==> src/rtl/fetch_ctrl_pkg.sv <==
// Shared types and constants for the instruction-fetch sequencer.
// Holds the FSM state encoding, the halt opcode and the opcode-field helper.
package fetch_ctrl_pkg;

  typedef enum logic [1:0] {
    IDLE  = 2'd0,
    RUN   = 2'd1,
    FLUSH = 2'd2,
    HALT  = 2'd3
  } fc_state_t;

  localparam logic [3:0] HALT_OP = 4'b1111;

  // The opcode is the top nibble of an instruction that is `width` bits wide.
  function automatic logic [3:0] opcode_field(input logic [63:0] word, input int unsigned width);
    return 4'(word >> (width - 4));
  endfunction

endpackage

==> src/rtl/fetch_ctrl_sat_counter.sv <==
// Saturating up-counter used for the fetch performance counters.
// Counts one per cycle while inc is high and holds once it reaches all-ones.
import fetch_ctrl_pkg::*;

module sat_counter #(
  parameter int CNT_W = 8
) (
  input  logic             clk,
  input  logic             rst,
  input  logic             inc,
  output logic [CNT_W-1:0] count
);

  logic [CNT_W-1:0] count_q;
  logic [CNT_W-1:0] count_d;

  always_comb begin
    count_d = count_q;
    if (inc && (count_q != '1)) begin
      count_d = count_q + 1'b1;
    end
  end

  always_ff @(posedge clk or posedge rst) begin
    if (rst) begin
      count_q <= '0;
    end else begin
      count_q <= count_d;
    end
  end

  assign count = count_q;

endmodule

==> src/rtl/fetch_ctrl.sv <==
// Instruction-fetch sequencer: arbitrates branch redirects, downstream stalls and halt,
// inserts flush bubbles after a redirect and keeps saturating stall/flush counters.
import fetch_ctrl_pkg::*;

module fetch_ctrl #(
  parameter int ARQ              = 16,
  parameter int MEMORY_ADDR_SIZE = 6,
  parameter int FLUSH_CYCLES     = 1,
  parameter int CNT_W            = 8
) (
  input  logic                        clk,
  input  logic                        rst,
  input  logic                        start,
  input  logic                        stall_req,
  input  logic                        branch_taken,
  input  logic [MEMORY_ADDR_SIZE-1:0] branch_target,
  input  logic [ARQ-1:0]              instr,
  output logic                        pc_en,
  output logic                        mux_sel,
  output logic [MEMORY_ADDR_SIZE-1:0] branch_addr,
  output logic                        if_id_en,
  output logic                        if_id_flush,
  output logic                        halted,
  output logic [CNT_W-1:0]            stall_cnt,
  output logic [CNT_W-1:0]            flush_cnt
);

  localparam int               BUB_W      = (FLUSH_CYCLES < 1) ? 1 : $clog2(FLUSH_CYCLES + 1);
  localparam logic [BUB_W-1:0] BUB_RELOAD = BUB_W'(FLUSH_CYCLES);
  // With no bubble cycles configured a redirect goes straight back to RUN.
  localparam fc_state_t        BR_NEXT    = (FLUSH_CYCLES == 0) ? RUN : FLUSH;

  fc_state_t        state_q, state_d;
  logic [BUB_W-1:0] bub_q, bub_d;
  logic             stall_inc;
  logic             flush_inc;
  logic             is_halt;

  assign is_halt = (opcode_field(64'(instr), ARQ) == HALT_OP);

  always_comb begin
    state_d     = state_q;
    bub_d       = bub_q;
    pc_en       = 1'b0;
    mux_sel     = 1'b0;
    branch_addr = '0;
    if_id_en    = 1'b0;
    if_id_flush = 1'b0;
    halted      = 1'b0;
    stall_inc   = 1'b0;
    flush_inc   = 1'b0;

    case (state_q)
      IDLE: begin
        if (start) begin
          state_d = RUN;
        end
      end

      RUN: begin
        if (branch_taken) begin
          pc_en       = 1'b1;
          mux_sel     = 1'b1;
          branch_addr = branch_target;
          if_id_en    = 1'b1;
          if_id_flush = 1'b1;
          flush_inc   = 1'b1;
          bub_d       = BUB_RELOAD;
          state_d     = BR_NEXT;
        end else if (is_halt) begin
          if_id_en = 1'b1;
          state_d  = HALT;
        end else if (stall_req) begin
          stall_inc = 1'b1;
        end else begin
          pc_en    = 1'b1;
          if_id_en = 1'b1;
        end
      end

      // The instruction in IF is being squashed here, so a halt opcode is not decoded.
      FLUSH: begin
        if (branch_taken) begin
          pc_en       = 1'b1;
          mux_sel     = 1'b1;
          branch_addr = branch_target;
          if_id_en    = 1'b1;
          if_id_flush = 1'b1;
          flush_inc   = 1'b1;
          bub_d       = BUB_RELOAD;
          state_d     = BR_NEXT;
        end else if (stall_req) begin
          stall_inc = 1'b1;
        end else begin
          pc_en       = 1'b1;
          if_id_en    = 1'b1;
          if_id_flush = 1'b1;
          bub_d       = bub_q - 1'b1;
          if (bub_q <= BUB_W'(1)) begin
            state_d = RUN;
          end
        end
      end

      HALT: begin
        halted = 1'b1;
      end

      default: begin
        state_d = IDLE;
      end
    endcase
  end

  always_ff @(posedge clk or posedge rst) begin
    if (rst) begin
      state_q <= IDLE;
      bub_q   <= '0;
    end else begin
      state_q <= state_d;
      bub_q   <= bub_d;
    end
  end

  sat_counter #(.CNT_W(CNT_W)) u_stall_cnt (
    .clk   (clk),
    .rst   (rst),
    .inc   (stall_inc),
    .count (stall_cnt)
  );

  sat_counter #(.CNT_W(CNT_W)) u_flush_cnt (
    .clk   (clk),
    .rst   (rst),
    .inc   (flush_inc),
    .count (flush_cnt)
  );

endmodule

==> config.mk <==
export PLATFORM = sky130hd
export DESIGN_NAME = fetch_ctrl
export DESIGN_NICKNAME = d
export VERILOG_FILES = /design/src/rtl/fetch_ctrl_pkg.sv /design/src/rtl/fetch_ctrl_sat_counter.sv /design/src/rtl/fetch_ctrl.sv
export SDC_FILE = /design/constraint.sdc
export NUM_CORES = 1
export LEC_CHECK = 0
export BUFFER_PORTS_ARGS = -buffer_cell sky130_fd_sc_hd__buf_2
export CAP_MARGIN = 20
export CORE_AREA = 4 4 68 70
export CTS_BUF_LIST = sky130_fd_sc_hd__clkbuf_4 sky130_fd_sc_hd__clkbuf_8
export CTS_CLUSTER_SIZE = 28
export DETAILED_ROUTE_END_ITERATION = 12
export DIE_AREA = 0 0 72 74
export PLACE_DENSITY = 0.56
export SYNTH_ARGS = -nofsm -noshare
export SYNTH_HDL_FRONTEND = slang
export SYNTH_HIERARCHICAL = 1
export SYNTH_SLANG_ARGS = --single-unit
==> constraint.sdc <==
create_clock -name clk -period 3.5 [get_ports clk]
set_clock_uncertainty 0.15 [all_clocks]
set_input_delay 0.875 -clock clk [delete_from_list [all_inputs] [get_ports clk]]
set_output_delay 0.875 -clock clk [all_outputs]
set_load 0.005 [all_outputs]
## Word level (Yosys, flattened, before mapping)

Index checks and enable logic that the tools add are counted.

| word-level totals | value |
|---|---|
| output and inout bits | 27 |
| bits of input ports | 27 |
| logic and storage cells | 57 |
| register bits after elaboration | 19 |

| operators by class | value |
|---|---|
| reductions and logical operators | 8 |
| equal/unequal tests | 11 |
| mux-type cells | 30 |
| $add $sub $neg | 3 |
| $lt $le $gt $ge | 1 |

Operator list:

| cell | count |
|---|---|
| $add A8 B1 Y8 const B | 2 |
| $mux W1 | 16 |
| $ne A8 B8 Y1 const B | 2 |
| $mux W2 | 6 |
| $mux W6 | 2 |
| $pmux W1 S2 | 5 |
| $ne A3 B3 Y1 const B | 3 |
| $pmux W2 S3 | 1 |
| $reduce_and A5 Y1 | 1 |
| $eq A2 B2 Y1 const B | 2 |
| $eq A4 B4 Y1 const B | 1 |
| $ne A2 B2 Y1 const B | 2 |
| $reduce_and A3 Y1 | 1 |
| $reduce_bool A3 Y1 | 1 |
| $eq A2 B1 Y1 const B | 1 |
| $logic_and A1 B1 Y1 | 2 |
| $logic_not A2 Y1 | 1 |
| $reduce_bool A2 Y1 | 1 |
| $reduce_or A2 Y1 | 1 |
| $le A1 B1 Y1 const B | 1 |
| $sub A1 B1 Y1 const B | 1 |

## Logic depth before layout (Yosys ltp)

Gate-level depths: netlist (run 1).

| depth | value |
|---|---|
| depth in word-level cells | 5 |
| mapped depth | 8 |

## Hierarchy

Netlist (run 1), hierarchy kept.

Modules (own cells, without submodules):

| module | seq. area each (sq um) | area each (sq um) | cells each | times used |
|---|---|---|---|---|
| sat_counter | 200.2 | 419.2 | 38 | 2 |
| fetch_ctrl | 50.0 | 342.8 | 44 | 1 |

## Least setup slack after synthesis (run 1)

No wires, ideal clock.

| path | value |
|---|---|
| kind | input-to-output |
| start | input port instr[14] |
| end | output port pc_en |
| arrival time | 1.369 ns |
| required time | 2.475 ns |
| path buffers | 0 |
| stages | 4 |
| setup slack | 1.106 ns |
| cells stage by stage | nand4_1 -> nor2_1 -> nor2_1 -> o221a_2 |

| on the way | value |
|---|---|
| longest elaborated chain between the ends | 4 |

RTL lines:

| element | line | text |
|---|---|---|
| start: declaration | fetch_ctrl.sv:17 | `input logic [ARQ-1:0] instr,` |
| $eq A4 B4 Y1 | fetch_ctrl.sv:39 | `assign is_halt = (opcode_field(64'(instr), ARQ) == HALT_OP);` |
| $mux W1 | fetch_ctrl.sv:70 | `end else if (is_halt) begin` |
| $mux W1 | fetch_ctrl.sv:61 | `if (branch_taken) begin` |
| $pmux W1 S2 | fetch_ctrl.sv:53 | `case (state_q)` |
| end: declaration | fetch_ctrl.sv:18 | `output logic pc_en,` |

No other way between the ends.

## Worst setup path in the final report (run 1)

| path | value |
|---|---|
| start | register state_q[1] |
| end | output port mux_sel |

| on the way | value |
|---|---|
| longest elaborated chain between the ends | 3 |

RTL lines:

| element | line | text |
|---|---|---|
| start: declaration | fetch_ctrl.sv:33 | `fc_state_t state_q, state_d;` |
| start signal: assignment | fetch_ctrl.sv:120 | `state_q <= state_d;` |
| $eq A2 B2 Y1 / $eq A2 B1 Y1 (equally long branches) | fetch_ctrl.sv:53 |  |
| $reduce_or A2 Y1 (no source line) (*) | - |  |
| $mux W1 (*) | - |  |
| end: declaration | fetch_ctrl.sv:19 | `output logic mux_sel,` |

Mark *: on every way between the ends. The rest lies on a longest branch, timed or not.

==> qor.txt, run 1 <==
Clk sinks: 18
Vias: 1,077
R2R Setup Slk: 1050 ps
Crit-path max cell delay: 470 ps
Sequential area share after synthesis: 38.1%
Die X: 72 um
Row Count: 23
Setup TNS: 0 ps
Fillers: 401
Critical path origin: state_q[1]
IO buf count: 41
Reg-to-Reg Start: state_q[1]
DRC viols: 0
F_max: 0.357 GHz
DP HPWL: 2220 um
CP Cell Sequence: inv_1 > ha_1 > and2_1 > buf_2
Drt pass-1 iters: 4
Largest cells by area after synthesis: dfrtp_1 38%, ha_1 7.4%, mux2_1 5.7%
Nets: 198
Ports: 54
Via density: 5.06
Num CTS Buffers: 3
WL met2: 1440 um
Final Max Slew Viols: 0
Layout area overhead: 26.7%
Met3 WL: 118 um
Dpl cell area: 1440 um2
Max Cap Violations: 0
Met1 Wirelength: 1210 um
Clock tree from TritonCTS: yes
Total GRT Usage: 11.3%
PostCTS Resize Cnt: 0
Die Ht: 74 um
Element type at the critical path start: register
Final Power: 998 uW
Register bit total from synthesis: 18
Core area: 3970 um2
Total die area: 5330 um2
First-pass GRT wire length: 4730 um
Initial antenna violation count: 0
Number of distinct library cells after synthesis: 32
CTS root buffer: clkbuf_8
Largest net degree at the start of global routing: 14
Syn_nets: 154
Worst EP required: 2470 ps
Worst hold-check path type: in -> async
Mapped Cells: 120
Status: finished clean
Slew @ Worst Pin: 472 ps
Final setup fails: 0
Reg2Reg Depth: 7
RSZ-0062 raised after global routing: false
Leakage Power: 0.732 nW
Maximum clock insertion buffer count: 2
Top-count cell post-synth: dfrtp_1
CP Class: reg -> out
Fraction of layout cells with a size suffix above 1: 33.1%
Worst vdd ir: 0.332 mV
Critical Path Sink: mux_sel
Initial Utilization: 29.7%
Wire per inst: 13.1 um
Ys flop type: dfrtp_1
Worst endpoint data arrival time: 1770 ps
Fin crit period: 2800 ps
Antenna viol nets, final: 0
Power Dens Cells: 667 nW/um2
CTS Hold Bufs: 0
N_diodes: 0
Asr flop ratio synth: 100%
Dominant cell type by area after synthesis: dfrtp_1
Fin crit share: 79.9%
EDFF count, synth: 0
Fin. Hold Viols: 0
Ys Warns: 6
Initial DRC count: 38
# Post-CTS Setup Buffers: 0
CP endpoint kind: primary output
Post-synth top area share: 38.1%
Clock slew at reported path FFs: 70 ps
Clk Latency, worst-skew pair: 260 ps
Crit path max fanout: 13
DR top layer: met4
Critical path's slowest cell: ha_1
Final wirelength: 2800 um
H-tree depth: 1
GR Overflow Total: 0
Routability congestion estimate: 0.838
Non-Filler Cell Area, Final: 1500 um2
Worst flop-to-flop path endpoint: u_stall_cnt/count[7]
List of most frequent post-synthesis cells: 18 x dfrtp_1, 11 x nand2_1, 8 x nor2_1
Relative slew slack: 68.4%
Synth Cell Area: 1180 um2
Vias in the first global route: 1,071
Avg Cell Area, Syn: 9.84 um2
-- worst max-delay path: cells and delay by family, from the launching register on --
family	cells	cell delay, ps
fa+ha+maj	1	470
buf+inv	2	260
flops	1	420
simple gates	1	360
-- how the worst min path moves through the flow --
stage                          from                   end  slack, ps  cells after the start
6_report                        rst            state_q[0]        330                      2
5_1_grt                         rst            state_q[0]        330                      2
4_1_cts                         rst            state_q[0]        320                      2
3_5_place_dp   u_flush_cnt/count[6]  u_flush_cnt/count[6]        370                      1
3_3_place_gp   u_flush_cnt/count[6]  u_flush_cnt/count[6]        350                      1
2_1_floorplan  u_flush_cnt/count[6]  u_flush_cnt/count[6]        350                      1
-- cells in the final DEF, fill, tap and decap left out, types with 3 or more instances in the layout --
| cell type | Yosys | routed |
|---|---|---|
| nor2_1 | 8 | 8 |
| buf_2 | 0 | 41 |
| nand4_1 | 7 | 7 |
| o21ai_1 | 3 | 3 |
| mux2_1 | 6 | 6 |
| inv_1 | 6 | 6 |
| clkbuf_8 | 0 | 4 |
| o21bai_1 | 4 | 4 |
| ha_1 | 7 | 7 |
| nand2_1 | 11 | 11 |
| nor3_1 | 4 | 4 |
| a21oi_1 | 5 | 5 |
| dfrtp_1 | 18 | 18 |
| nand3_1 | 6 | 6 |
| and3_1 | 6 | 6 |
-- registers in the layout, summed over array words and instances, names as in the netlist --
register and flops:
u_flush_cnt/count 8, u_stall_cnt/count 8, state_q 2
-- per-stage QoR --
stage          std cells  hold WS (ps)  worst slack, ps  util, %
2_1_floorplan        120           346             1110        -
3_3_place_gp         209           347              747     36.3
3_5_place_dp         209           366              747     36.3
4_1_cts              213           322              697     37.7
5_1_grt              213           331              530     37.7
6_report             213           329              702     37.7
-- per-layer routing --
layer	track usage [%]	up-vias
met2	20.3	21
met4	3.34	0
met3	3.65	5
met5	0	-
met1	12.8	516
li1	-	535
-- logic make-up after synthesis --
logic type | count (synthesis) | share of synthesized area [%]
flip-flops | 18 | 38.1
buffers and inverters | 8 | 2.54
XOR/XNOR | 2 | 1.48
AND/OR/NAND/NOR | 50 | 24.5
multiplexers | 8 | 7.63
AO/OA/AOI/OAI | 27 | 18.3
adder cells (fa/ha/maj) | 7 | 7.41
-- cell type report --
type	count	area, um2	share of cell area (%)
Timing Repair Buffer	41	205	13.7
Multi-Input combinational cell	94	701	46.8
Tap cell	50	62.6	4.18
Sequential cell	18	450	30.1
Clock buffer	4	55.1	3.68
Inverter	6	22.5	1.51
-- power breakdown --
part	internal, mW	switching (mW)
Combinational	0.220	0.231
Clock	0.100	0.0713
Sequential	0.271	0.104
Total	0.591	0.406
(Power assumes the default switching activity.)
==> run 2, diff against run 1 <==
--- a/config.mk
+++ b/config.mk
@@ -5,14 +5,15 @@
 export SDC_FILE = /design/constraint.sdc
 export NUM_CORES = 1
 export LEC_CHECK = 0
+export ABC_AREA = 1
 export BUFFER_PORTS_ARGS = -buffer_cell sky130_fd_sc_hd__buf_2
 export CAP_MARGIN = 20
-export CORE_AREA = 4 4 68 70
+export CORE_AREA = 4 4 72 74
 export CTS_BUF_LIST = sky130_fd_sc_hd__clkbuf_4 sky130_fd_sc_hd__clkbuf_8
 export CTS_CLUSTER_SIZE = 28
 export DETAILED_ROUTE_END_ITERATION = 12
-export DIE_AREA = 0 0 72 74
-export PLACE_DENSITY = 0.56
+export DIE_AREA = 0 0 76 78
+export PLACE_DENSITY = 0.57
 export SYNTH_ARGS = -nofsm -noshare
 export SYNTH_HDL_FRONTEND = slang
 export SYNTH_HIERARCHICAL = 1
==> constraint.sdc (replaced) <==
create_clock -name clk -period 2.5 [get_ports clk]
set_clock_uncertainty 0.15 [all_clocks]
set_input_delay 0.625 -clock clk [delete_from_list [all_inputs] [get_ports clk]]
set_output_delay 0.625 -clock clk [all_outputs]
set_load 0.005 [all_outputs]
==> run 2 against run 1 <==
  * Hold slack lost 240 ps
  * Synthesized cell count rose by 55%
  * Combinational power is 32% higher
==> qor.txt, run 2 <==
Status: finished clean
Worst hold-check path type: in -> async
Worst vdd ir: 0.340 mV
Ys Warns: 6
Die X: 76 um
RSZ-0062 raised after global routing: false
Vias in the first global route: 1,136
R2R Setup Slk: 450 ps
CTS Hold Bufs: 0
Fin crit period: 2330 ps
Post-synthesis simple-gate area fraction: 39.8%
Relative slew slack: 77.0%
Row Count: 25
Placed instance count: 279
Power Dens Cells: 788 nW/um2
EDFF count, synth: 0
GR Overflow Total: 0
Vias: 1,210
Mux contribution to synthesized area: 0%
Mapped Cells: 186
Largest family of logic cells by synthesized area: simple AND/OR/NAND/NOR gates
Wire per inst: 9.35 um
Final Non-Filler Cells: 283
Max Cap Violations: 0
CP Cell Sequence: inv_1 > ha_1 > inv_1 > a21oi_2 > nor2_1 > a21oi_1 > buf_2
First-pass GRT wire length: 4820 um
Final Max Slew Viols: 0
Final Power: 1.29 mW
Core area: 4600 um2
Leakage Power: 0.903 nW
Critical path's slowest cell: dfrtp_2
Crit path max fanout: 5
Initial DRC count: 33
Synth Cell Area: 1320 um2
Maximum clock insertion buffer count: 2
H-tree depth: 1
Commonest cells after routing, fill and taps aside: 53 x nand2_1, 41 x buf_2, 33 x inv_1
Setup TNS: 0 ps
Worst flop-to-flop path endpoint: u_stall_cnt/count[7]
Initial antenna violation count: 0
Fin. Hold Viols: 0
# Post-CTS Setup Buffers: 0
Synth Area in Compound Gates: 5.78%
Final wirelength: 2650 um
Clk sinks: 18
Most common cell after layout, fill and taps aside: nand2_1
Fin crit share: 93.2%
Largest cells by area after synthesis: dfrtp_1 34%, nand2_1 15%, inv_1 9.4%
Ports: 54
Reg-to-Reg Start: state_q[1]
Drt pass-1 iters: 4
Antenna viol nets, final: 0
Critical path's most frequent cell: inv_1
Ys flop type: dfrtp_1
Final setup fails: 0
Avg Cell Area, Syn: 7.10 um2
Synth Area in XOR/XNOR: 1.33%
CP Buf/Inv Count: 3
Die Ht: 78 um
Synth Area in Adders: 6.63%
Crit path max-delay family: flip-flops
Number of distinct library cells after synthesis: 24
Nets: 264
DRC viols: 0
CTS root buffer: clkbuf_8
Top-count cell post-synth: nand2_1
Fraction of layout cells with a size suffix above 1: 31.9%
Sequential area share after synthesis: 34.1%
WP depth: 7
N_diodes: 0
Post-synth top area share: 34.1%
Worst endpoint data arrival time: 1550 ps
Crit-path max cell delay: 440 ps
Syn_nets: 220
Slew @ Worst Pin: 344 ps
Dominant cell type by area after synthesis: dfrtp_1
Initial Utilization: 28.7%
Total GRT Usage: 9.53%
DP HPWL: 2130 um
CP Class: reg -> out
CP endpoint kind: primary output
Routability congestion estimate: 0.767
Clock tree from TritonCTS: yes
F_max: 0.429 GHz
Register bit total from synthesis: 18
Element type at the critical path start: register
Clock slew at reported path FFs: 70 ps
Num CTS Buffers: 3
Reg2Reg Depth: 11
Via density: 4.28
Clk Latency, worst-skew pair: 250 ps
IO buf count: 41
Layout area overhead: 23.6%
Worst EP required: 1730 ps
Largest net degree at the start of global routing: 12
Total die area: 5930 um2
List of most frequent post-synthesis cells: 53 x nand2_1, 33 x inv_1, 18 x dfrtp_1
Asr flop ratio synth: 100%
run 2: cell types whose count changed in the layout (fill, tap and decap cells not counted), moves of 6 or more:
| cell | delta |
|---|---|
| nor2_1 | +7 |
| inv_1 | +27 |
| nand3_1 | +9 |
| and3_1 | -6 |
| nand2_2 | +7 |
| nand2_1 | +42 |
| mux2_1 | -6 |
| nor2_2 | +6 |
run 2: cells by family after synthesis:
kind of cell             count (synthesis)
AND/OR/NAND/NOR                        109
buffers and inverters                   39
flip-flops                              18
AO/OA/AOI/OAI                           11
adder cells (fa/ha/maj)                  7
XOR/XNOR                                 2
run 2: per-stage QoR:
stage / utilization (%) / instance area, um2 / worst slack (ps) / hold slack, ps
finish: 35.5 / 1630 / 171 / 85.3
global route: 35.5 / 1630 / 14.5 / 80.8
CTS: 35.5 / 1630 / 136 / 80.0
detailed placement: 34.3 / 1580 / 363 / 358
global placement: 34.3 / 1580 / 377 / 356
floorplan: - / 1320 / 633 / 216
run 2: cell type report:
cell class,instances,area (um2)
clock buffer,4,55.1
fill,508,2970
inverter,35,131
multi-input combinational,129,707
sequential,18,452
tap,54,67.6
timing repair buffer,43,220
run 2: worst max-delay path by stage:
stage	startpoint	to	slack, ps
after floorplan	state_q[0]	u_flush_cnt/count[7]	630
after global placement	branch_taken	u_stall_cnt/count[7]	380
after detailed placement	branch_taken	u_stall_cnt/count[7]	360
after CTS	state_q[0]	mux_sel	140
after global routing	state_q[0]	pc_en	10
final	state_q[0]	pc_en	170
run 2: where the power goes:
group | switching, mW | internal, mW | total, mW
combinational | 0.328 | 0.267 | 0.595
clock | 0.0987 | 0.140 | 0.239
sequential | 0.0891 | 0.365 | 0.454
total | 0.516 | 0.771 | 1.29
run 2: routing by layer:
metal	global-route usage [%]	routed length, um	part of all wire (%)
met5	0	0	0
met4	1.60	12	0.45
met3	3.48	149	5.6
met2	16.2	1290	49
met1	11.6	1200	45
run 2: repair_timing:
| action | CTS | global route |
|---|---|---|
| endpoints found under the setup margin | 0 | 1 |
| endpoints found under the hold margin | 0 | 0 |
| resized for setup | 0 | 1 |
